==> config.mk <==
export PLATFORM = sky130hd
export DESIGN_NAME = serv_bufreg_sched
export DESIGN_NICKNAME = d
export VERILOG_FILES = /design/src/rtl/serv_bufreg_sched_pkg.sv /design/src/rtl/serv_rr_arb2.sv /design/src/rtl/serv_bufreg_sched.sv
export SDC_FILE = /design/constraint.sdc
export NUM_CORES = 1
export LEC_CHECK = 0
export ABC_AREA = 1
export BUFFER_PORTS_ARGS = -buffer_cell sky130_fd_sc_hd__buf_2
export CORE_MARGIN = 2
export CORE_UTILIZATION = 39
export CTS_BUF_LIST = sky130_fd_sc_hd__clkbuf_16
export CTS_CLUSTER_DIAMETER = 60
export DETAILED_ROUTE_END_ITERATION = 7
export PLACE_DENSITY = 0.68
export SYNTH_ARGS = -nofsm -noshare
export SYNTH_HDL_FRONTEND = slang
export SYNTH_HIERARCHICAL = 1
export SYNTH_SLANG_ARGS = --single-unit
==> constraint.sdc <==
create_clock -name i_clk -period 1.1 [get_ports i_clk]
set_input_delay 0 -clock i_clk [delete_from_list [all_inputs] [get_ports i_clk]]
set_output_delay 0 -clock i_clk [all_outputs]
set_load 0.01 [all_outputs]
==> src/rtl/serv_bufreg_sched_pkg.sv <==
// Shared types for the buffer-register pass scheduler: owner encoding,
// scheduler state and the bit-counter width helper.
package serv_bufreg_sched_pkg;

    typedef enum logic {
        OWNER_CORE = 1'b0,
        OWNER_VPU  = 1'b1
    } owner_e;

    typedef enum logic {
        IDLE = 1'b0,
        RUN  = 1'b1
    } state_e;

    // Width of the bit index for a pass of w bits (w is a power of two).
    function automatic int cnt_width(input int w);
        return (w <= 2) ? 1 : $clog2(w);
    endfunction

endpackage

==> src/rtl/serv_rr_arb2.sv <==
// Two-input round-robin arbiter. On a tie the requester that did not win
// last time is chosen; a lone request always wins. last_owner resets to
// the VPU so the core takes the first tie.
module serv_rr_arb2
    import serv_bufreg_sched_pkg::*;
(
    input  logic   i_clk,
    input  logic   i_rst_n,
    input  logic   i_req_core,
    input  logic   i_req_vpu,
    input  logic   i_accept,
    output logic   o_gnt_core,
    output logic   o_gnt_vpu,
    output owner_e o_winner
);

    owner_e last_owner;

    // Pick the winner from the current requests and the previous owner
    always_comb begin
        o_winner = OWNER_CORE;
        if (i_req_core && i_req_vpu)
            o_winner = (last_owner == OWNER_VPU) ? OWNER_CORE : OWNER_VPU;
        else if (i_req_vpu)
            o_winner = OWNER_VPU;
    end

    assign o_gnt_core = i_accept && i_req_core && (o_winner == OWNER_CORE);
    assign o_gnt_vpu  = i_accept && i_req_vpu  && (o_winner == OWNER_VPU);

    // Remember who won the last accepted pass
    always_ff @(posedge i_clk or negedge i_rst_n) begin
        if (!i_rst_n)
            last_owner <= OWNER_VPU;
        else if (o_gnt_core || o_gnt_vpu)
            last_owner <= o_winner;
    end

endmodule

==> src/rtl/serv_bufreg_sched.sv <==
// Bit-serial pass scheduler sharing the buffer register between the core
// and the VPU. Grants a pass, then strobes the register for exactly WIDTH
// enabled cycles and pulses done to the pass owner.
module serv_bufreg_sched
    import serv_bufreg_sched_pkg::*;
#(
    parameter int WIDTH = 32,
    parameter int VPU   = 1
) (
    input  logic                          i_clk,
    input  logic                          i_rst_n,
    input  logic                          i_core_req,
    input  logic                          i_core_init,
    input  logic                          i_core_clr_lsb,
    output logic                          o_core_gnt,
    output logic                          o_core_done,
    input  logic                          i_vpu_req,
    input  logic                          i_vpu_init,
    input  logic                          i_vpu_clr_lsb,
    output logic                          o_vpu_gnt,
    output logic                          o_vpu_done,
    input  logic                          i_stall,
    output logic                          o_en,
    output logic                          o_init,
    output logic                          o_clr_lsb,
    output logic                          o_cnt0,
    output logic                          o_cnt1,
    output logic                          o_vpu_op,
    output logic [cnt_width(WIDTH)-1:0]   o_cnt,
    output logic                          o_busy
);

    localparam int CW = cnt_width(WIDTH);
    localparam logic [CW-1:0] LAST = CW'(WIDTH - 1);

    state_e        state;
    logic [CW-1:0] cnt;
    owner_e        owner;
    logic          init_q;
    logic          clr_q;
    logic          core_done_q;
    logic          vpu_done_q;

    logic   run;
    logic   vpu_req_eff;
    logic   gnt_core;
    logic   gnt_vpu;
    owner_e winner;
    logic   last_bit;

    assign run         = (state == RUN);
    // With VPU=0 the VPU side never requests, so the core always wins
    assign vpu_req_eff = (VPU != 0) && i_vpu_req;

    serv_rr_arb2 u_arb (
        .i_clk      (i_clk),
        .i_rst_n    (i_rst_n),
        .i_req_core (i_core_req),
        .i_req_vpu  (vpu_req_eff),
        .i_accept   (!run),
        .o_gnt_core (gnt_core),
        .o_gnt_vpu  (gnt_vpu),
        .o_winner   (winner)
    );

    // Strobes are forced low outside RUN so the register's carry clears
    assign o_en      = run && !i_stall;
    assign o_init    = run && init_q;
    assign o_clr_lsb = run && clr_q;
    assign o_vpu_op  = run && (owner == OWNER_VPU);
    assign o_cnt0    = o_en && (cnt == '0);
    assign o_cnt1    = o_en && (cnt == CW'(1));
    assign o_cnt     = cnt;
    assign o_busy    = run;

    assign o_core_gnt  = gnt_core;
    assign o_vpu_gnt   = gnt_vpu;
    assign o_core_done = core_done_q;
    assign o_vpu_done  = vpu_done_q;

    // A stalled last bit does not count; completion waits for it
    assign last_bit = o_en && (cnt == LAST);

    // Pass FSM: latch pass attributes on grant, count bits, pulse done
    always_ff @(posedge i_clk or negedge i_rst_n) begin
        if (!i_rst_n) begin
            state       <= IDLE;
            cnt         <= '0;
            owner       <= OWNER_CORE;
            init_q      <= 1'b0;
            clr_q       <= 1'b0;
            core_done_q <= 1'b0;
            vpu_done_q  <= 1'b0;
        end else begin
            core_done_q <= 1'b0;
            vpu_done_q  <= 1'b0;
            case (state)
                IDLE: begin
                    if (gnt_core || gnt_vpu) begin
                        state  <= RUN;
                        owner  <= winner;
                        cnt    <= '0;
                        init_q <= (winner == OWNER_VPU) ? i_vpu_init    : i_core_init;
                        clr_q  <= (winner == OWNER_VPU) ? i_vpu_clr_lsb : i_core_clr_lsb;
                    end
                end
                RUN: begin
                    if (o_en)
                        cnt <= cnt + 1'b1;
                    if (last_bit) begin
                        state       <= IDLE;
                        core_done_q <= (owner == OWNER_CORE);
                        vpu_done_q  <= (owner == OWNER_VPU);
                    end
                end
                default: state <= IDLE;
            endcase
        end
    end

endmodule
==> flow_metrics.env, run 1 <==
export IMPL_antenna_found_initial=0
export IMPL_ys_ff_latch=12
export IMPL_final_max_slew_viol_count=0
export IMPL_area_growth_pct=78.1
export IMPL_top_layer="met4"
export IMPL_yosysMostFrequentCell="nand2_1"
export IMPL_io_pins=25
export IMPL_synth_top_area_cell="dfrtp_1"
export IMPL_fin_ws_ns=-0.184
export IMPL_synthCells=88
export IMPL_cts_buffers=3
export IMPL_clk_pin_slew_ns=0.04
export IMPL_holdPathEnd="u_arb/last_owner$_DFFE_PN1P_"
export IMPL_cpMaxStageDelayCell="dfstp_2"
export IMPL_die_h_um=45.6
export IMPL_fin_skew_ns=0.000561
export IMPL_syn_area_um2=676
export IMPL_hold_class="in -> reg"
export IMPL_max_vdd_ir_drop_uv=1800
export IMPL_die_area_mm2=0.00208
export IMPL_critPathLaunchType="flip-flop"
export IMPL_synth_avg_cell_area_um2=7.68
export IMPL_h_tree_depth=1
export IMPL_cts_root_buf="clkbuf_16"
export IMPL_finalInstanceArea_mm2=0.00120
export IMPL_fillerInstances=113
export IMPL_grt_pass1_vias=659
export IMPL_start_util_pct=40.4
export IMPL_min_period_ns=1.28
export IMPL_grt_max_degree=13
export IMPL_clock_latency_ns=0.24
export IMPL_synth_distinct_cells=16
export IMPL_crit_type="reg -> reg"
export IMPL_path_cells="nand2_4 -> nand3_4 -> inv_4 -> o21ai_4 -> nand3_2 -> nand2_2"
export IMPL_powerDensity_mw_per_mm2=2520
export IMPL_fmax_ghz=0.779
export IMPL_drtIter0Drc=3
export IMPL_grt_usage_pct=19.8
export IMPL_crit_arrival_ns=1.46
export IMPL_power_total_mw=3.03
export IMPL_critPathMaxFanout=8
export IMPL_outcome="complete, but fails checks"
export IMPL_r2r_cells=6
export IMPL_cts_tree="built"
export IMPL_slowest_delay_ns=0.54
export IMPL_drc=0
export IMPL_viasPerCell=4.87
export IMPL_r2r_setup_slack_ns=-0.18
export IMPL_gr_total_overflow=0
export IMPL_r2r_end="o_cnt[1]$_DFFE_PN0P_"
export IMPL_ys_warn_count=6
export IMPL_die_w_um=45.6
export IMPL_cp_end_kind="flip-flop"
export IMPL_tightest_slew_ns=0.300
export IMPL_n_antenna_cell=0
export IMPL_setup_tns_ns=-2.03
export IMPL_synth_top_area_share_pct=40.7
export IMPL_wirelength_um=1910
export IMPL_final_nets=143
export IMPL_critPathLaunch="u_arb/last_owner$_DFFE_PN1P_"
export IMPL_drive_above_1_share_pct=58.9
export IMPL_wl_met3_um=45
export IMPL_hp_start="i_vpu_req"
export IMPL_maxCapViolations=0
export IMPL_drtAntennaViolNets=0
export IMPL_ys_flop_type="dfrtp_1"
export IMPL_place_congestion=0.728
export IMPL_worst_ep_required_time_ns=1.27
export IMPL_vias=711
export IMPL_hpwlAfterDp_um=1240
export IMPL_setup_violations=15
export IMPL_core_area_mm2=0.00167
export IMPL_num_rows=15
export IMPL_r2r_start="u_arb/last_owner$_DFFE_PN1P_"
export IMPL_wl_met2_um=1040
export IMPL_post_drt_wl_per_cell_um=13.0
export IMPL_drt_pass1_iterations=2
export IMPL_synthesis_nets=101
export IMPL_ys_seq_area_share_pct=44.6
export IMPL_grt_first_pass_wirelength_um=2790
export IMPL_rsz0062_at_grt="true"
export IMPL_violations="negative setup slack"
export IMPL_whs_path_depth=3
export IMPL_wl_met1_um=793
export IMPL_slew_headroom_pct=80.0
export IMPL_cts_buffer_depth=2
export IMPL_p_leak_nw=0.649
export IMPL_postPlaceCellArea_um2=906
export IMPL_synthArstFlopShare_pct=100
export IMPL_final_util_pct=72.1
export IMPL_synth_common_cells="nand2_1 (32), inv_1 (12), dfrtp_1 (11), nand3_1 (8), nor2_1 (8)"
export IMPL_portBuffers=24
export IMPL_synth_edf_count=0
export IMPL_cts_sinks=12
export IMPL_finalCritPeriodShare_pct=117
export IMPL_hold_viol_final=0
export IMPL_synth_area_leaders="dfrtp_1 (41%), nand2_1 (18%), ha_1 (7.4%)"
export IMPL_dp_slack_ns=-0.201
## critical path, delay by kind of cell (launching register included)
| family | cells | cell delay (ns) |
|---|---|---|
| and+or+nand+nor | 4 | 0.34 |
| buffers and inverters | 1 | 0.05 |
| AOI/OAI and AO/OA | 1 | 0.28 |
| DFF | 1 | 0.54 |
## cell type report
| class | instances | area [um^2] | share of cell area, % |
|---|---|---|---|
| clock inverter | 1 | 3.75 | 0.312 |
| multi-input combinational | 62 | 479 | 39.8 |
| timing repair buffer | 37 | 254 | 21.1 |
| inverter | 14 | 65.1 | 5.41 |
| tap | 17 | 21.3 | 1.77 |
| sequential | 12 | 305 | 25.4 |
| clock buffer | 3 | 75.1 | 6.24 |
## state kept, by name, indices dropped and copies added (netlist names)
| name | cells |
|---|---|
| clr_q | 1 |
| init_q | 1 |
| o_busy | 1 |
| o_cnt | 5 |
| o_core_done | 1 |
| o_vpu_done | 1 |
| owner | 1 |
| u_arb/last_owner | 1 |
## repair_timing
action	in CTS	in global routing
pin swaps	15	11
endpoints found under the hold margin	12	0
buffers inserted	3	3
gates resized for setup	19	20
setup endpoints to repair	16	16
hold buffers	1	0
## worst max-delay path by stage
stage / to / slack (ns)
floorplan: owner$_DFFE_PN0P_ / -0.11
global placement: o_cnt[1]$_DFFE_PN0P_ / -0.17
detailed placement: o_cnt[0]$_DFFE_PN0P_ / -0.20
CTS: o_cnt0 / -0.15
global route: o_cnt[3]$_DFFE_PN0P_ / -0.26
finish: o_cnt[1]$_DFFE_PN0P_ / -0.18
## cells by family (layout without fill, tap and decap cells)
kind of cell | Yosys count | after routing | share of synthesized area (%)
DFF | 12 | 12 | 44.6
buffers and inverters | 14 | 55 | 7.78
adders and majority gates | 4 | 4 | 7.41
and+or+nand+nor | 53 | 53 | 35.4
AOI/OAI and AO/OA | 5 | 5 | 4.81
## where the power goes
group          total, mW  switching [mW]  leakage, nW  internal, mW
combinational       1.60           0.875        0.465         0.726
sequential         0.776           0.148        0.146         0.628
clock              0.657           0.179       0.0385         0.477
total               3.03            1.20        0.649          1.83
## metrics by stage
step	cells	hold WS, ns
after floorplan	88	-0.296
after global placement	135	-0.111
after detailed placement	135	-0.112
after CTS	143	0.0532
after global routing	146	0.0710
final	146	0.0638
## cells in the final DEF (no fill, tap or decap), types with 3 or more instances in the layout
master | synthesis | layout
buf_4 | 0 | 8
nand2_1 | 32 | 24
dfrtp_2 | 0 | 3
buf_6 | 0 | 7
nor2_2 | 0 | 4
nand2_2 | 1 | 5
nand3_1 | 8 | 4
clkbuf_16 | 0 | 3
inv_4 | 0 | 3
dfrtp_1 | 11 | 8
ha_4 | 0 | 4
nand3_2 | 1 | 4
nand2_4 | 0 | 4
inv_1 | 12 | 9
buf_2 | 0 | 21
## per-layer routing
| layer | global-route usage [%] | vias up |
|---|---|---|
| li1 | - | 356 |
| met1 | 24.9 | 338 |
| met2 | 32.1 | 12 |
| met3 | 5.95 | 5 |
| met4 | 7.06 | 0 |
| met5 | 0 | - |
Power figures use the tool's default switching activity.
==> run 2: changes to the inputs <==
--- a/config.mk
+++ b/config.mk
@@ -8,11 +8,11 @@
 export ABC_AREA = 1
 export BUFFER_PORTS_ARGS = -buffer_cell sky130_fd_sc_hd__buf_2
 export CORE_MARGIN = 2
-export CORE_UTILIZATION = 39
+export CORE_UTILIZATION = 42
 export CTS_BUF_LIST = sky130_fd_sc_hd__clkbuf_16
 export CTS_CLUSTER_DIAMETER = 60
 export DETAILED_ROUTE_END_ITERATION = 7
-export PLACE_DENSITY = 0.68
+export PLACE_DENSITY = 0.72
 export SYNTH_ARGS = -nofsm -noshare
 export SYNTH_HDL_FRONTEND = slang
 export SYNTH_HIERARCHICAL = 1
==> run 2 against run 1 <==
Effect of this change: the flow still finishes with violations (negative setup slack); die area shrank 6.5%; routed wire length grew 36%; fmax shrank 3.6%; hold slack gained 0.045 ns; clock skew grew 0.0059 ns; clock power grew 3.3%; count of clock-buffer cells in the layout is the same; core utilization grew 11 points; largest cell class unchanged.
==> flow_metrics.env, run 2 (synthesis gave the netlist of run 1 again) <==
export IMPL_cts_buffers=3
export IMPL_cp_end_kind="flip-flop"
export IMPL_finalInstanceArea_mm2=0.00125
export IMPL_critPathLaunchType="flip-flop"
export IMPL_p_leak_nw=0.682
export IMPL_hold_class="in -> reg"
export IMPL_grt_usage_pct=23.1
export IMPL_die_h_um=44.1
export IMPL_rsz0062_at_grt="true"
export IMPL_cts_buffer_depth=2
export IMPL_final_common_cell="nand2_1"
export IMPL_slew_headroom_pct=80.1
export IMPL_area_growth_pct=85.0
export IMPL_outcome="complete, but fails checks"
export IMPL_violations="negative setup slack"
export IMPL_fmax_ghz=0.751
export IMPL_fin_ws_ns=-0.232
export IMPL_power_total_mw=3.26
export IMPL_cts_sinks=12
export IMPL_drtIter0Drc=33
export IMPL_grt_max_degree=13
export IMPL_largest_reg_flops=5
export IMPL_powerDensity_mw_per_mm2=2610
export IMPL_hpwlAfterDp_um=1270
export IMPL_drt_pass1_iterations=4
export IMPL_place_congestion=0.744
export IMPL_min_period_ns=1.33
export IMPL_maxCapViolations=0
export IMPL_post_drt_wl_per_cell_um=17.2
export IMPL_slowest_delay_ns=0.55
export IMPL_drive_above_1_share_pct=57.8
export IMPL_io_pins=25
export IMPL_hold_viol_final=0
export IMPL_num_rows=14
export IMPL_crit_type="reg -> reg"
export IMPL_drtAntennaViolNets=0
export IMPL_worst_ep_required_time_ns=1.28
export IMPL_path_cells="nand2_4 -> nand3_4 -> inv_4 -> o21ai_4 -> nand3_1 -> nand2_1"
export IMPL_grt_pass1_vias=746
export IMPL_grt_first_pass_wirelength_um=3280
export IMPL_final_nets=149
export IMPL_setup_tns_ns=-2.24
export IMPL_gr_total_overflow=0
export IMPL_final_cell_mix="nand2_1 (26), buf_2 (21), buf_6 (11)"
export IMPL_tightest_slew_ns=0.299
export IMPL_die_w_um=44.1
export IMPL_viasPerCell=5.36
export IMPL_n_antenna_cell=0
export IMPL_max_vdd_ir_drop_uv=1690
export IMPL_drc=0
export IMPL_setup_violations=17
export IMPL_die_area_mm2=0.00195
export IMPL_core_area_mm2=0.00151
export IMPL_start_util_pct=44.9
export IMPL_final_max_slew_viol_count=0
export IMPL_wirelength_um=2590
export IMPL_clock_latency_ns=0.24
export IMPL_antenna_found_initial=0
export IMPL_crit_arrival_ns=1.51
export IMPL_critPathMaxFanout=8
export IMPL_cts_root_buf="clkbuf_16"
export IMPL_vias=810
export IMPL_cpMaxStageDelayCell="dfstp_2"
export IMPL_final_util_pct=83.0
export IMPL_finalCritPeriodShare_pct=121
export IMPL_postPlaceCellArea_um2=912
export IMPL_h_tree_depth=1
export IMPL_clk_pin_slew_ns=0.05
export IMPL_portBuffers=24
export IMPL_fillerInstances=70
export IMPL_cts_tree="built"
export IMPL_fin_skew_ns=0.00642
[run 2: changes by cell type in the layout (fill, tap and decap cells not counted), sizes merged]
cell	delta
buf	+6
clkinv	-1
inv	+1
[run 2: final timing paths]
check / endpoint / slack (ns) / depth (start not counted) / startpoint
setup / recovery: o_cnt[3]$_DFFE_PN0P_ / -0.23 / 6 / u_arb/last_owner$_DFFE_PN1P_
hold / removal: init_q$_DFFE_PN0P_ / 0.11 / 5 / i_vpu_init
setup reg to reg: o_cnt[3]$_DFFE_PN0P_ / -0.23 / 6 / u_arb/last_owner$_DFFE_PN1P_
hold reg to reg: o_core_done$_DFF_PN0_ / 0.46 / 1 / owner$_DFFE_PN0P_
max in group asynchronous: u_arb/last_owner$_DFFE_PN1P_ / 0.64 / 2 / i_rst_n
min in group asynchronous: o_cnt[2]$_DFFE_PN0P_ / 0.17 / 2 / i_rst_n
[run 2: report_power, final]
part | total [mW] | internal (mW) | switching (mW)
Sequential | 0.784 | 0.628 | 0.156
Combinational | 1.80 | 0.821 | 0.975
Clock | 0.679 | 0.479 | 0.200
[run 2: worst max-delay path, delay by kind of cell, from the launching register on]
| family | cells | cell delay, ns |
|---|---|---|
| flip-flops | 1 | 0.55 |
| AND/OR/NAND/NOR | 4 | 0.42 |
| AO/OA/AOI/OAI | 1 | 0.25 |
| buffers and inverters | 1 | 0.05 |
[run 2: routing by layer]
| layer | GRT usage (%) | vias to the layer above | part of all wire (%) |
|---|---|---|---|
| met3 | 3.67 | 17 | 4.9 |
| met4 | 7.88 | 0 | 4.0 |
| li1 | - | 364 | - |
| met2 | 40.3 | 45 | 52 |
| met1 | 28.9 | 384 | 39 |
| met5 | 0 | - | 0 |
[run 2: area by class of cell]
cell class | instances | area (um^2) | share of cell area [%]
inverters | 14 | 65.1 | 5.21
flip-flops and latches | 12 | 305 | 24.4
clock inverters | 1 | 3.75 | 0.300
multi-input cells | 62 | 467 | 37.3
repair buffers | 43 | 314 | 25.1
clock buffers | 3 | 75.1 | 6.01
well taps | 16 | 20.0 | 1.60
[run 2: stage by stage]
step | setup slack [ns] | std cells | hold WS (ns)
2_1_floorplan | -0.109 | 88 | -0.296
3_3_place_gp | -0.164 | 135 | -0.110
3_5_place_dp | -0.214 | 135 | -0.105
4_1_cts | -0.145 | 147 | 0.0493
5_1_grt | -0.287 | 151 | 0.133
6_report | -0.232 | 151 | 0.109
[run 2: timing repair]
| action | in CTS | in global routing |
|---|---|---|
| hold endpoints to repair | 12 | 0 |
| hold buffers | 1 | 0 |
| buffers inserted | 7 | 4 |
| setup endpoints to repair | 16 | 16 |
| gates resized for setup | 7 | 32 |
| pin swaps | 5 | 17 |
